==> config.mk <==
export PLATFORM = sky130hd
export DESIGN_NAME = scroll_ctrl_flat
export DESIGN_NICKNAME = d
export VERILOG_FILES = /design/src/rtl/scroll_ctrl_if.sv /design/src/rtl/scroll_ctrl.sv /design/src/flat_wrapper.sv
export SDC_FILE = /design/constraint.sdc
export NUM_CORES = 1
export LEC_CHECK = 0
export CORE_UTILIZATION = 29
export DETAILED_ROUTE_END_ITERATION = 10
export DONT_BUFFER_PORTS = 1
export PLACE_DENSITY = 0.46
export SLEW_MARGIN = 40
export SYNTH_ARGS = -nofsm -noshare
export SYNTH_HDL_FRONTEND = slang
export SYNTH_SLANG_ARGS = --single-unit
==> constraint.sdc <==
create_clock -name btnClk -period 3.65 [get_ports btnClk]
set_input_delay 0.365 -clock btnClk [delete_from_list [all_inputs] [get_ports btnClk]]
set_output_delay 0.365 -clock btnClk [all_outputs]
set_load 0.01 [all_outputs]
==> src/rtl/scroll_ctrl_if.sv <==
// ---------------------------------------------------------------------------
// scroll_ctrl_if : button/blocking inputs and step/colour outputs of scroll_ctrl
// Rev 1.0
// ---------------------------------------------------------------------------
`default_nettype none

interface scroll_ctrl_if #(
    parameter int N_RECT = 8
);
    logic [3:0]        btns;
    logic              color_btn;
    logic [N_RECT-1:0] up_block;
    logic [N_RECT-1:0] down_block;
    logic [N_RECT-1:0] left_block;
    logic [N_RECT-1:0] right_block;
    logic [3:0]        btns_o;
    logic [3:0]        player_color;
    logic              step;
    logic              blocked;
    logic [15:0]       step_cnt;

    // master: the surrounding system that drives buttons and blocking flags
    modport master (
        output btns, color_btn, up_block, down_block, left_block, right_block,
        input  btns_o, player_color, step, blocked, step_cnt
    );

    modport slave (
        input  btns, color_btn, up_block, down_block, left_block, right_block,
        output btns_o, player_color, step, blocked, step_cnt
    );
endinterface

`default_nettype wire

==> src/rtl/scroll_ctrl.sv <==
// ---------------------------------------------------------------------------
// scroll_ctrl : world-scroll step sequencer with hold auto-repeat and colour
// Rev 1.0
// ---------------------------------------------------------------------------
`default_nettype none

module scroll_ctrl #(
    parameter int SETTLE_CYC  = 2,
    parameter int REPEAT_DLY  = 16,
    parameter int REPEAT_RATE = 4,
    parameter int NUM_COLORS  = 4
) (
    input  wire logic     btnClk,
    input  wire logic     rst,
    scroll_ctrl_if.slave  bus
);

    localparam logic [15:0] C_SETTLE_LD = 16'(SETTLE_CYC - 1);
    localparam logic [15:0] C_DLY_LD    = 16'(REPEAT_DLY - 1);
    localparam logic [15:0] C_RATE_LD   = 16'(REPEAT_RATE - 1);
    localparam logic [3:0]  C_COLOR_MAX = 4'(NUM_COLORS - 1);

    typedef enum logic [1:0] {
        S_IDLE   = 2'd0,
        S_ISSUE  = 2'd1,
        S_SETTLE = 2'd2,
        S_HOLD   = 2'd3
    } state_t;

    state_t      state_q, state_d;
    logic [3:0]  dir_q, dir_d;
    logic [15:0] cnt_q, cnt_d;
    logic        rep_q, rep_d;
    logic [3:0]  btns_o_q, btns_o_d;
    logic        step_q, step_d;
    logic        blocked_q, blocked_d;
    logic [15:0] step_cnt_q, step_cnt_d;
    logic [3:0]  player_color_q, player_color_d;
    logic        color_btn_q, color_btn_d;

    logic [3:0]  w_blk_vec;
    logic        w_req_valid;
    logic        w_req_blk;
    logic        w_dir_blk;

    // Bit positions line up with the one-hot codes: 8=up, 4=down, 2=right, 1=left
    assign w_blk_vec   = {|bus.up_block, |bus.down_block, |bus.right_block, |bus.left_block};
    assign w_req_valid = (bus.btns == 4'd8) || (bus.btns == 4'd4) ||
                         (bus.btns == 4'd2) || (bus.btns == 4'd1);
    assign w_req_blk   = |(bus.btns & w_blk_vec);
    assign w_dir_blk   = |(dir_q & w_blk_vec);

    always_comb begin
        state_d        = state_q;
        dir_d          = dir_q;
        cnt_d          = cnt_q;
        rep_d          = rep_q;
        btns_o_d       = 4'd0;
        step_d         = 1'b0;
        blocked_d      = 1'b0;
        step_cnt_d     = step_cnt_q;
        color_btn_d    = bus.color_btn;
        player_color_d = player_color_q;

        if (bus.color_btn && !color_btn_q)
            player_color_d = (player_color_q == C_COLOR_MAX) ? 4'd0 : player_color_q + 4'd1;

        // Outputs are registered, so the step code is loaded on entry to ISSUE
        case (state_q)
            S_IDLE: begin
                if (w_req_valid) begin
                    dir_d = bus.btns;
                    rep_d = 1'b0;
                    if (w_req_blk) begin
                        blocked_d = 1'b1;
                        cnt_d     = C_DLY_LD;
                        state_d   = S_HOLD;
                    end else begin
                        btns_o_d   = bus.btns;
                        step_d     = 1'b1;
                        step_cnt_d = step_cnt_q + 16'd1;
                        state_d    = S_ISSUE;
                    end
                end
            end
            S_ISSUE: begin
                cnt_d   = C_SETTLE_LD;
                state_d = S_SETTLE;
            end
            S_SETTLE: begin
                if (cnt_q == 16'd0) begin
                    if (bus.btns != dir_q) begin
                        state_d = S_IDLE;
                    end else begin
                        cnt_d   = rep_q ? C_RATE_LD : C_DLY_LD;
                        state_d = S_HOLD;
                    end
                end else begin
                    cnt_d = cnt_q - 16'd1;
                end
            end
            S_HOLD: begin
                if (bus.btns != dir_q) begin
                    state_d = S_IDLE;
                end else if (cnt_q == 16'd0) begin
                    rep_d = 1'b1;
                    if (w_dir_blk) begin
                        blocked_d = 1'b1;
                        cnt_d     = C_RATE_LD;
                    end else begin
                        btns_o_d   = dir_q;
                        step_d     = 1'b1;
                        step_cnt_d = step_cnt_q + 16'd1;
                        state_d    = S_ISSUE;
                    end
                end else begin
                    cnt_d = cnt_q - 16'd1;
                end
            end
            default: state_d = S_IDLE;
        endcase
    end

    always_ff @(posedge btnClk or posedge rst) begin
        if (rst) begin
            state_q        <= S_IDLE;
            dir_q          <= 4'd0;
            cnt_q          <= 16'd0;
            rep_q          <= 1'b0;
            btns_o_q       <= 4'd0;
            step_q         <= 1'b0;
            blocked_q      <= 1'b0;
            step_cnt_q     <= 16'd0;
            player_color_q <= 4'd0;
            color_btn_q    <= 1'b0;
        end else begin
            state_q        <= state_d;
            dir_q          <= dir_d;
            cnt_q          <= cnt_d;
            rep_q          <= rep_d;
            btns_o_q       <= btns_o_d;
            step_q         <= step_d;
            blocked_q      <= blocked_d;
            step_cnt_q     <= step_cnt_d;
            player_color_q <= player_color_d;
            color_btn_q    <= color_btn_d;
        end
    end

    assign bus.btns_o       = btns_o_q;
    assign bus.step         = step_q;
    assign bus.blocked      = blocked_q;
    assign bus.step_cnt     = step_cnt_q;
    assign bus.player_color = player_color_q;

endmodule

`default_nettype wire

==> src/flat_wrapper.sv <==
// flat-port wrapper written by rule: the top's interface ports become plain ports
module scroll_ctrl_flat 
#(
    parameter int SETTLE_CYC  = 2,
    parameter int REPEAT_DLY  = 16,
    parameter int REPEAT_RATE = 4,
    parameter int NUM_COLORS  = 4
)
  (btnClk, rst, bus_btns, bus_color_btn, bus_up_block, bus_down_block, bus_left_block, bus_right_block, bus_btns_o, bus_player_color, bus_step, bus_blocked, bus_step_cnt);
  scroll_ctrl_if #(.N_RECT(8)) bus_i ();
  input  wire logic btnClk;
  input  wire logic rst;
  input wire logic [$bits(bus_i.btns)-1:0] bus_btns;
  input wire logic [$bits(bus_i.color_btn)-1:0] bus_color_btn;
  input wire logic [$bits(bus_i.up_block)-1:0] bus_up_block;
  input wire logic [$bits(bus_i.down_block)-1:0] bus_down_block;
  input wire logic [$bits(bus_i.left_block)-1:0] bus_left_block;
  input wire logic [$bits(bus_i.right_block)-1:0] bus_right_block;
  output wire logic [$bits(bus_i.btns_o)-1:0] bus_btns_o;
  output wire logic [$bits(bus_i.player_color)-1:0] bus_player_color;
  output wire logic [$bits(bus_i.step)-1:0] bus_step;
  output wire logic [$bits(bus_i.blocked)-1:0] bus_blocked;
  output wire logic [$bits(bus_i.step_cnt)-1:0] bus_step_cnt;
  assign bus_i.btns = bus_btns;
  assign bus_i.color_btn = bus_color_btn;
  assign bus_i.up_block = bus_up_block;
  assign bus_i.down_block = bus_down_block;
  assign bus_i.left_block = bus_left_block;
  assign bus_i.right_block = bus_right_block;
  assign bus_btns_o = bus_i.btns_o;
  assign bus_player_color = bus_i.player_color;
  assign bus_step = bus_i.step;
  assign bus_blocked = bus_i.blocked;
  assign bus_step_cnt = bus_i.step_cnt;
  scroll_ctrl #(.SETTLE_CYC(SETTLE_CYC), .REPEAT_DLY(REPEAT_DLY), .REPEAT_RATE(REPEAT_RATE), .NUM_COLORS(NUM_COLORS)) u_core (.btnClk(btnClk), .rst(rst), .bus(bus_i));
endmodule
After elaboration in Yosys (flattened, before gate mapping)
Cells that the tools add are included.
- flip-flop bits (word level): 50
- input bits: 39
- output and inout port bits: 26
- word-level logic and storage cells: 100
- $add $sub $neg: 3
- equal/unequal tests: 20
- multiplexer cells: 46
- bitwise gates (word level): 2
- reduce and logical (&&, ||, !) cells: 19
- operators with widths (operator ; count):
    $mux W16 ; 12
    $pmux W16 S4 ; 1
    $pmux W16 S2 ; 1
    $reduce_or A8 Y1 ; 4
    $mux W4 ; 7
    $add A16 B1 Y16 const B ; 1
    $logic_not A16 Y1 ; 1
    $sub A16 B1 Y16 const B ; 1
    $mux W2 ; 7
    $mux W1 ; 13
    $and A4 B4 Y4 ; 2
    $eq A4 B2 Y1 const B ; 2
    $ne A2 B1 Y1 const B ; 4
    $pmux W2 S4 ; 1
    $pmux W4 S2 ; 1
    $reduce_and A4 Y1 ; 2
    $reduce_or A4 Y1 ; 2
    $ne A2 B2 Y1 const B ; 3
    $ne A3 B3 Y1 const B ; 2
    $pmux W1 S2 ; 3
    $reduce_and A6 Y1 ; 1
    $reduce_and A5 Y1 ; 1
    $add A4 B1 Y4 const B ; 1
    $eq A2 B2 Y1 const B ; 2
    other kinds (13) ; 15

Logic depth before layout (Yosys ltp)
Gate-level depths: netlist of run 1.
- depth after elaboration: 7
- depth in mapped cells: 11
- mapped depth without buffers: 9

Worst setup path after synthesis of run 1
Ideal clock, no wire load.
- path kind: reg-to-reg
- from: reg u_core.cnt_q[0]
- to: reg u_core.step_cnt_q[12], in the netlist u_core.bus.step_cnt[12]
- setup time: 0.126 ns
- arrival time: 2.410 ns
- data required time: 3.524 ns
- path slack: 1.114 ns
- stages on the path, launching flop included: 11
- buffers on the path: 1
- clock period less this slack: 2.536 ns
- cell sequence: dfrtp_1 -> inv_1 -> ha_1 -> or4b_1 -> nor4_4 -> and2_4 -> nand2_2 -> a2bb2oi_4 -> buf_6 -> nand4_2 -> xnor2_2
- longest elaborated chain between the ends: 3
- ends and longest elaborated chain (item ; line ; source):
    start: declaration ; scroll_ctrl.sv:32 ; logic [15:0] cnt_q, cnt_d;
    start signal: assignment ; scroll_ctrl.sv:139 ; cnt_q <= cnt_d;
    $logic_not A16 Y1 ; scroll_ctrl.sv:105 ; end else if (cnt_q == 16'd0) begin
    $ne A2 B1 Y1 (no source line) ; n/a ;
    $reduce_and A6 Y1 (no source line) ; n/a ;
    end signal: assignment ; scroll_ctrl.sv:144 ; step_cnt_q <= step_cnt_d;
    end: declaration ; scroll_ctrl.sv:37 ; logic [15:0] step_cnt_q, step_cnt_d;
Every way passes these cells.
A chain may end at the register's enable or synchronous reset.

Worst setup path in the final report of run 1
- from: reg u_core.cnt_q[0]
- to: reg u_core.step_cnt_q[1], in the netlist u_core.bus.step_cnt[1]
The elaborated chain is that of the path after synthesis.

==> results of run 1 <==
[power by group]
part / internal, uW / switching (uW)
combinational: 351 / 537
sequential: 677 / 180
clock: 156 / 197
total: 1180 / 915
[final cells by class]
class / instances / area [sq um] / area share [%]
sequential: 50 / 1250 / 40.8
multi-input combinational: 219 / 1500 / 49.1
inverter: 10 / 40.0 / 1.31
clock buffer: 6 / 82.6 / 2.70
timing repair buffer: 1 / 7.51 / 0.245
tap: 129 / 161 / 5.27
clock inverter: 2 / 17.5 / 0.572
[flip-flops by register name (all words and copies together), names as in the netlist]
name / cells
u_core.bus.step_cnt: 16
u_core.cnt_q: 16
u_core.bus.btns_o: 4
u_core.bus.player_color: 4
u_core.dir_q: 4
u_core.state_q: 2
u_core.bus.blocked: 1
u_core.bus.step: 1
u_core.color_btn_q: 1
u_core.rep_q: 1
[worst max-delay path, stage by stage, from the launching register on]
cell       delay (ps)
dfrtp_1           420
inv_1             160
ha_1              160
or4b_1            530
nor4_4            430
and2_4            240
nand2_2            70
a2bb2oi_4         440
mux2_2            390
[kinds of logic (layout without fill, tap and decap cells)]
family,count (synthesis),after routing,synth area share [%]
xor+xnor,21,21,6.73
buf+inv,18,19,3.12
simple gates,112,112,22.3
fa+ha+maj,9,9,3.96
flops,50,50,44.0
compound gates,68,68,16.4
mux,9,9,3.43
[worst paths after layout]
check	from	end	slack [ps]
min in group btnClk	bus_color_btn	u_core.color_btn_q	80
worst min register to register	u_core.cnt_q[13]	u_core.cnt_q[13]	500
worst min-delay path	rst	u_core.bus.step_cnt[15]	10
max in group asynchronous	rst	u_core.bus.player_color[2]	3210
worst max register to register	u_core.cnt_q[0]	u_core.bus.step_cnt[1]	710
worst max-delay path	u_core.cnt_q[0]	u_core.bus.step_cnt[1]	710
[cells in the final DEF (no fill, tap or decap), types with 2 or more instances in the layout]
cell / instances
o21ai_0: 23
dfrtp_1: 50
o21ai_1: 2
o21bai_1: 3
and3_1: 6
nand2_1: 17
nand3b_1: 2
a21boi_0: 7
a22oi_1: 4
a21oi_1: 15
nand3_1: 8
o21a_1: 2
mux2i_1: 3
or3_1: 2
nor2_1: 27
xnor2_1: 15
ha_1: 9
nand4_1: 6
clkbuf_8: 6
mux2_2: 6
or2_2: 2
clkinv_4: 2
or4_1: 2
or4b_2: 2
nor4_1: 13
nand2b_1: 2
inv_1: 9
nor3_1: 9
nor2b_1: 2
xor2_1: 5
nand3_2: 3
or4b_1: 2
[cells in the mapped netlist (3+ instances only)]
cell	instances
nand3_2	3
nand3_1	8
o21ai_0	23
dfrtp_1	50
a21oi_1	15
xor2_1	5
a22oi_1	4
clkbuf_1	3
xnor2_1	15
nand2_1	17
nand4_1	6
nor2_1	27
and3_1	6
mux2_2	6
nor4_1	13
mux2i_1	3
o21bai_1	3
ha_1	9
nor3_1	9
a21boi_0	7
inv_1	10
[through the flow]
step,std cells,worst slack [ps]
floorplan,287,1110
global placement,409,712
detailed placement,409,718
CTS,417,710
global route,417,527
finish,417,708
[metal layers]
layer	GRT usage (%)	routed length, microns
met3	3.05	219
met1	18.4	3050
met5	0	0
met4	3.01	60
met2	20.4	3010
==> out/qor.yml, run 1 <==
drt-initial-drc-count: 65
period_needed_ps: 2940
clock_sinks: 50
synth-main-ff-cell: "dfrtp_1"
initial_core_util_pct: 30.3
die_w_microns: 101
drt-pass1-iter-count: 4
status: "finished, final reports clean"
tightest_slew_ps: 643
num-nets-final: 335
clk_pin_slew_ps: 100
viasPerCell: 5.06
synth_area_sq_um: 2840
final_area_sq_um: 3060
gp_congestion: 0.757
numCtsBuffers: 5
cts_tree: "built"
min_path_type: "input pin to async pin"
antenna_found_initial: 0
p_total_uw: 2100
die_area_sq_um: 10200
grt_pass1_wl_microns: 10600
yosysTopAreaCell: "dfrtp_1"
synth_area_leaders: "dfrtp_1, xnor2_1, o21ai_0"
crit_fanout: 16
vdd_drop_max_uv: 221
crit_path_end_kind: "flop"
io_pins: 65
cp_data_arrival_time_ps: 3140
die_y_microns: 101
portBuffers: 0
final_core_util_pct: 32.7
postCtsHoldBufs: 0
overflow: 0
routedWlPerCell_microns: 15.2
startpoint_type: "flop"
first_global_vias: 2031
post_cts_buffers: 0
rsz0062_at_grt: "false"
drt.antenna.violating_nets: 0
fillers: 1012
path_class: "flop to flop"
drive_above_1_share_pct: 11.8
vias: 2112
yosys_warnings: 0
syn_nets: 335
synth_seq_cells: 50
hold_viol: 0
power_density_nw_per_um2: 685
synth_cells: 287
synth.distinct_cells: 55
n_antenna_cell: 0
area_growth_pct: 7.75
yosysSeqAreaShare_pct: 44.0
fin_worst_skew_ps: 10.8
routed_wl_microns: 6340
htree_levels: 2
cap_viol_max_count: 0
p_leak_uw: 0.00127
drc: 0
maxSlewViolCount: 0
hpwl_microns: 4540
fin_hold_ws_ps: 14.6
max_clock_freq_mhz: 340
slew_headroom_pct: 57.1
setup_viol: 0
clockBufferDepth: 2
root_buffer: "clkbuf_8"
track_usage_pct: 13.1
core-area_sq_um: 9370
fin_tns_setup_ps: 0
grt_start_max_net_pins: 51
cts_resized: 0
synth.avg_cell_area_sq_um: 9.90
clkLatencyLatePin_ps: 310
synth-edff-count: 0
cp.required_ps: 3850
synth_top_area_share_pct: 44.0
rr_worst_depth: 8
period_share_pct: 80.6
num_rows: 35
ys_async_sr_fraction_pct: 100
placed_cell_area_sq_um: 2960
No activity file was read; power rests on OpenSTA's default activity.
==> run 2: changes to the inputs <==
Clock period 3.65 ns to 2.8 ns, I/O delays scaled along.
==> out/qor.yml, run 2 (synthesized netlist as in run 1, its figures left out) <==
initial_core_util_pct: 30.3
die_y_microns: 101
layout_commonest_cell: "dfrtp_1"
clkLatencyLatePin_ps: 310
top_layer_used: "met4"
startpoint_type: "flop"
status: "finished, final reports clean"
n_antenna_cell: 0
timing.final.ws_setup_ps: 172
numCtsBuffers: 5
p_leak_uw: 0.00130
clk_pin_slew_ps: 100
track_usage_pct: 13.3
path_class: "flop to flop"
cts_tree: "built"
drt-pass1-iter-count: 4
final_cell_mix: "dfrtp_1, nor2_1, o21ai_0"
area_growth_pct: 9.90
num-nets-final: 342
cp_data_arrival_time_ps: 2860
crit_fanout: 9
first_global_vias: 2134
slew_headroom_pct: 55.8
root_buffer: "clkbuf_8"
wl_met3_microns: 218
post_cts_buffers: 0
maxSlewViolCount: 0
antenna_found_initial: 0
io_pins: 65
drc: 0
final_area_sq_um: 3120
hpwl_microns: 4680
rsz0062_at_grt: "true"
vdd_drop_max_uv: 306
clock_sinks: 50
die_area_sq_um: 10200
wl_met1_microns: 3000
drt-initial-drc-count: 71
viasPerCell: 5.12
max_clock_freq_mhz: 380
gp_congestion: 0.776
core-area_sq_um: 9370
period_needed_ps: 2630
place_worst_setup_slack_ps: 62.9
die_w_microns: 101
drt.antenna.violating_nets: 0
period_share_pct: 93.9
overflow: 0
min_path_type: "input pin to flop"
tightest_slew_ps: 657
drive_above_1_share_pct: 14.2
htree_levels: 2
hold_viol: 0
power_density_nw_per_um2: 895
clockBufferDepth: 2
wl_met2_microns: 3100
grt_start_max_net_pins: 51
ff2ff_setup_slack_ps: 170
grt_pass1_wl_microns: 10600
num_rows: 35
routedWlPerCell_microns: 15.1
fin_worst_skew_ps: 10.4
crit_path_end_kind: "flop"
routed_wl_microns: 6400
placed_cell_area_sq_um: 3000
cp.required_ps: 3030
vias: 2169
setup_viol: 0
cap_viol_max_count: 0
portBuffers: 0
[run 2: changes by cell type in the layout (fill, tap and decap cells not counted), sizes merged]
cell,before,now
dlygate4sd3,0,2
clkinv,2,1
inv,10,12
clkbuf,6,5
buf,1,6
[run 2: power by group]
group | switching (uW) | leakage, uW | internal (uW) | total (uW)
logic | 726 | 0.000585 | 507 | 1230
registers | 232 | 0.000662 | 882 | 1110
clock network | 265 | 0.0000491 | 184 | 450
[run 2: area by class of cell]
cell class,instances,area (sq um)
multi-input combinational,219,1510
timing repair buffer,8,65.1
inverter,10,40.0
sequential,50,1250
clock buffer,5,68.8
tap,129,161
clock inverter,3,26.3
fill,990,6250
[run 2: metal layers]
metal  up-vias  track usage (%)
met4         0             4.24
li1       1056                -
met5         -                0
met2        35             21.0
met3         7             2.70
met1      1071             18.2
[run 2: metrics by stage]
step	utilization, %	hold WS (ps)	instances	power (uW)	setup TNS (ps)
after floorplan	-	311	287	2060	0
after global placement	32.0	312	414	2350	0
after detailed placement	32.0	294	414	2350	0
after CTS	33.2	103	424	2820	0
after global routing	33.3	102	424	3050	-9.32
final	33.3	118	424	2800	0
[run 2: timing repair]
item,4_1_cts,5_1_grt
resized for setup,0,4
setup endpoints to repair,0,18
hold buffers,2,0
hold endpoints to repair,51,0
[run 2: final timing paths]
kind,depth (start not counted),to,from
setup / recovery,10,u_core.cnt_q[11],u_core.state_q[0]
hold / removal,1,u_core.dir_q[3],bus_btns[3]
setup reg to reg,10,u_core.cnt_q[11],u_core.state_q[0]
hold reg to reg,1,u_core.cnt_q[13],u_core.cnt_q[13]
max in group asynchronous,2,u_core.rep_q,rst
min in group asynchronous,2,u_core.bus.step_cnt[14],rst
[run 2: critical path, stage by stage (launching register included)]
cell and delay (ps):
dfrtp_1 420, inv_2 120, ha_2 240, or4b_2 610, nor4_2 220, o21bai_1 110, o211ai_1 200, a31o_2 180
buf_4 160, inv_1 100, a31oi_1 180
==> run 3: changes to the inputs <==
Settings changed: REMOVE_ABC_BUFFERS set to 1.
==> out/qor.yml, run 3 (synthesized netlist as in run 1, its figures left out) <==
post_cts_buffers: 0
routedWlPerCell_microns: 14.6
drt-initial-drc-count: 115
vias: 2127
period_needed_ps: 2650
initial_core_util_pct: 30.3
hpwl_microns: 4570
antenna_found_initial: 0
first_global_vias: 2150
grt_pass1_wl_microns: 10700
startpoint_type: "flop"
fin_worst_skew_ps: 7.56
multi_input_area_sq_um: 1520
num-nets-final: 342
num_rows: 35
min_path_type: "input pin to flop"
status: "finished, final reports clean"
vdd_drop_max_uv: 306
slew_headroom_pct: 55.3
htree_levels: 2
path_class: "flop to flop"
period_share_pct: 94.5
regArea_sq_um: 1250
p_leak_uw: 0.00131
crit_fanout: 16
finalNonFillerCells: 424
drc: 0
drt.antenna.violating_nets: 0
cts_tree: "built"
final_cell_mix: "dfrtp_1, nor2_1, o21ai_0"
maxSlewViolCount: 0
setup_viol: 0
cp_data_arrival_time_ps: 2850
crit_path_end_kind: "flop"
tightest_slew_ps: 669
whs_path_depth: 1
portBuffers: 0
n_antenna_cell: 0
core-area_sq_um: 9370
place_inst: 414
p_total_uw: 2840
drt-pass1-iter-count: 4
fillers: 979
cap_viol_max_count: 0
max_clock_freq_mhz: 378
area_growth_pct: 11.0
drive_above_1_share_pct: 13.2
clkLatencyLatePin_ps: 310
rr_worst_depth: 9
die_area_sq_um: 10200
clock_sinks: 50
die_w_microns: 101
overflow: 0
clockBufferDepth: 2
grt_start_max_net_pins: 32
gp_congestion: 0.776
numCtsBuffers: 5
io_pins: 65
cp.required_ps: 3000
clk_pin_slew_ps: 90
routed_wl_microns: 6170
hold_viol: 0
viasPerCell: 5.02
die_y_microns: 101
track_usage_pct: 13.2
layout_commonest_cell: "dfrtp_1"
power_density_nw_per_um2: 899
root_buffer: "clkbuf_8"
==> run 3: cell types whose count changed in the layout (fill, tap and decap cells not counted), sizes merged <==
cell      delta
bufinv       +1
clkinv       -1
inv          -2
clkbuf       +1
clkinvlp     +1
==> run 3: timing repair <==
item,4_1_cts,5_1_grt
setup endpoints to repair,0,16
hold endpoints to repair,30,0
hold buffers,2,0
gates resized for setup,0,2
==> run 3: critical path: stages, from the launching register on <==
cell,delay (ps)
dfrtp_1,420
inv_1,140
ha_1,160
or4b_1,560
nor4_4,320
and2_4,210
nand2_2,70
a2bb2oi_4,180
buf_12,160
mux2_2,330
==> run 3: area by class of cell <==
cell class	instances	area share, %
Multi-Input combinational cell	219	48.1
Sequential cell	50	39.7
Clock buffer	6	2.30
Timing Repair Buffer	8	2.46
Clock inverter	2	1.19
Tap cell	129	5.11
Inverter	10	1.19
==> run 3: routing by layer <==
metal | share of wire, % | vias to the layer above | GRT usage, %
met5 | 0 | - | 0
met4 | 1.5 | 0 | 4.35
met3 | 3.8 | 8 | 3.19
met2 | 45 | 38 | 20.3
met1 | 50 | 1029 | 18.2
li1 | - | 1052 | -
==> run 3: worst paths after layout <==
kind | startpoint | to | slack [ps]
worst min register to register | u_core.cnt_q[13] | u_core.cnt_q[13] | 510
max in group asynchronous | rst | u_core.cnt_q[14] | 1660
worst min-delay path | bus_btns[0] | u_core.dir_q[0] | 120
worst max register to register | u_core.cnt_q[0] | u_core.bus.step_cnt[1] | 150
min in group asynchronous | rst | u_core.bus.step_cnt[1] | 520
worst max-delay path | u_core.cnt_q[0] | u_core.bus.step_cnt[1] | 150
==> run 3: report_power, final <==
group	switching (uW)	total, uW	internal [uW]
combinational	715	1220	504
clock	245	512	267
sequential	225	1110	882
total	1180	2840	1650
==> run 3: stage by stage <==
| step | worst slack, ps | setup TNS, ps | utilization (%) | hold WS (ps) | cell area [sq um] |
|---|---|---|---|---|---|
| floorplan | 175 | 0 | - | 311 | 2790 |
| global placement | 218 | 0 | 32.1 | 304 | 3010 |
| detailed placement | 71.8 | 0 | 32.1 | 307 | 3010 |
| CTS | 35.4 | 0 | 33.5 | 111 | 3140 |
| global route | -8.91 | -8.91 | 33.7 | 110 | 3160 |
| finish | 154 | 0 | 33.7 | 121 | 3160 |
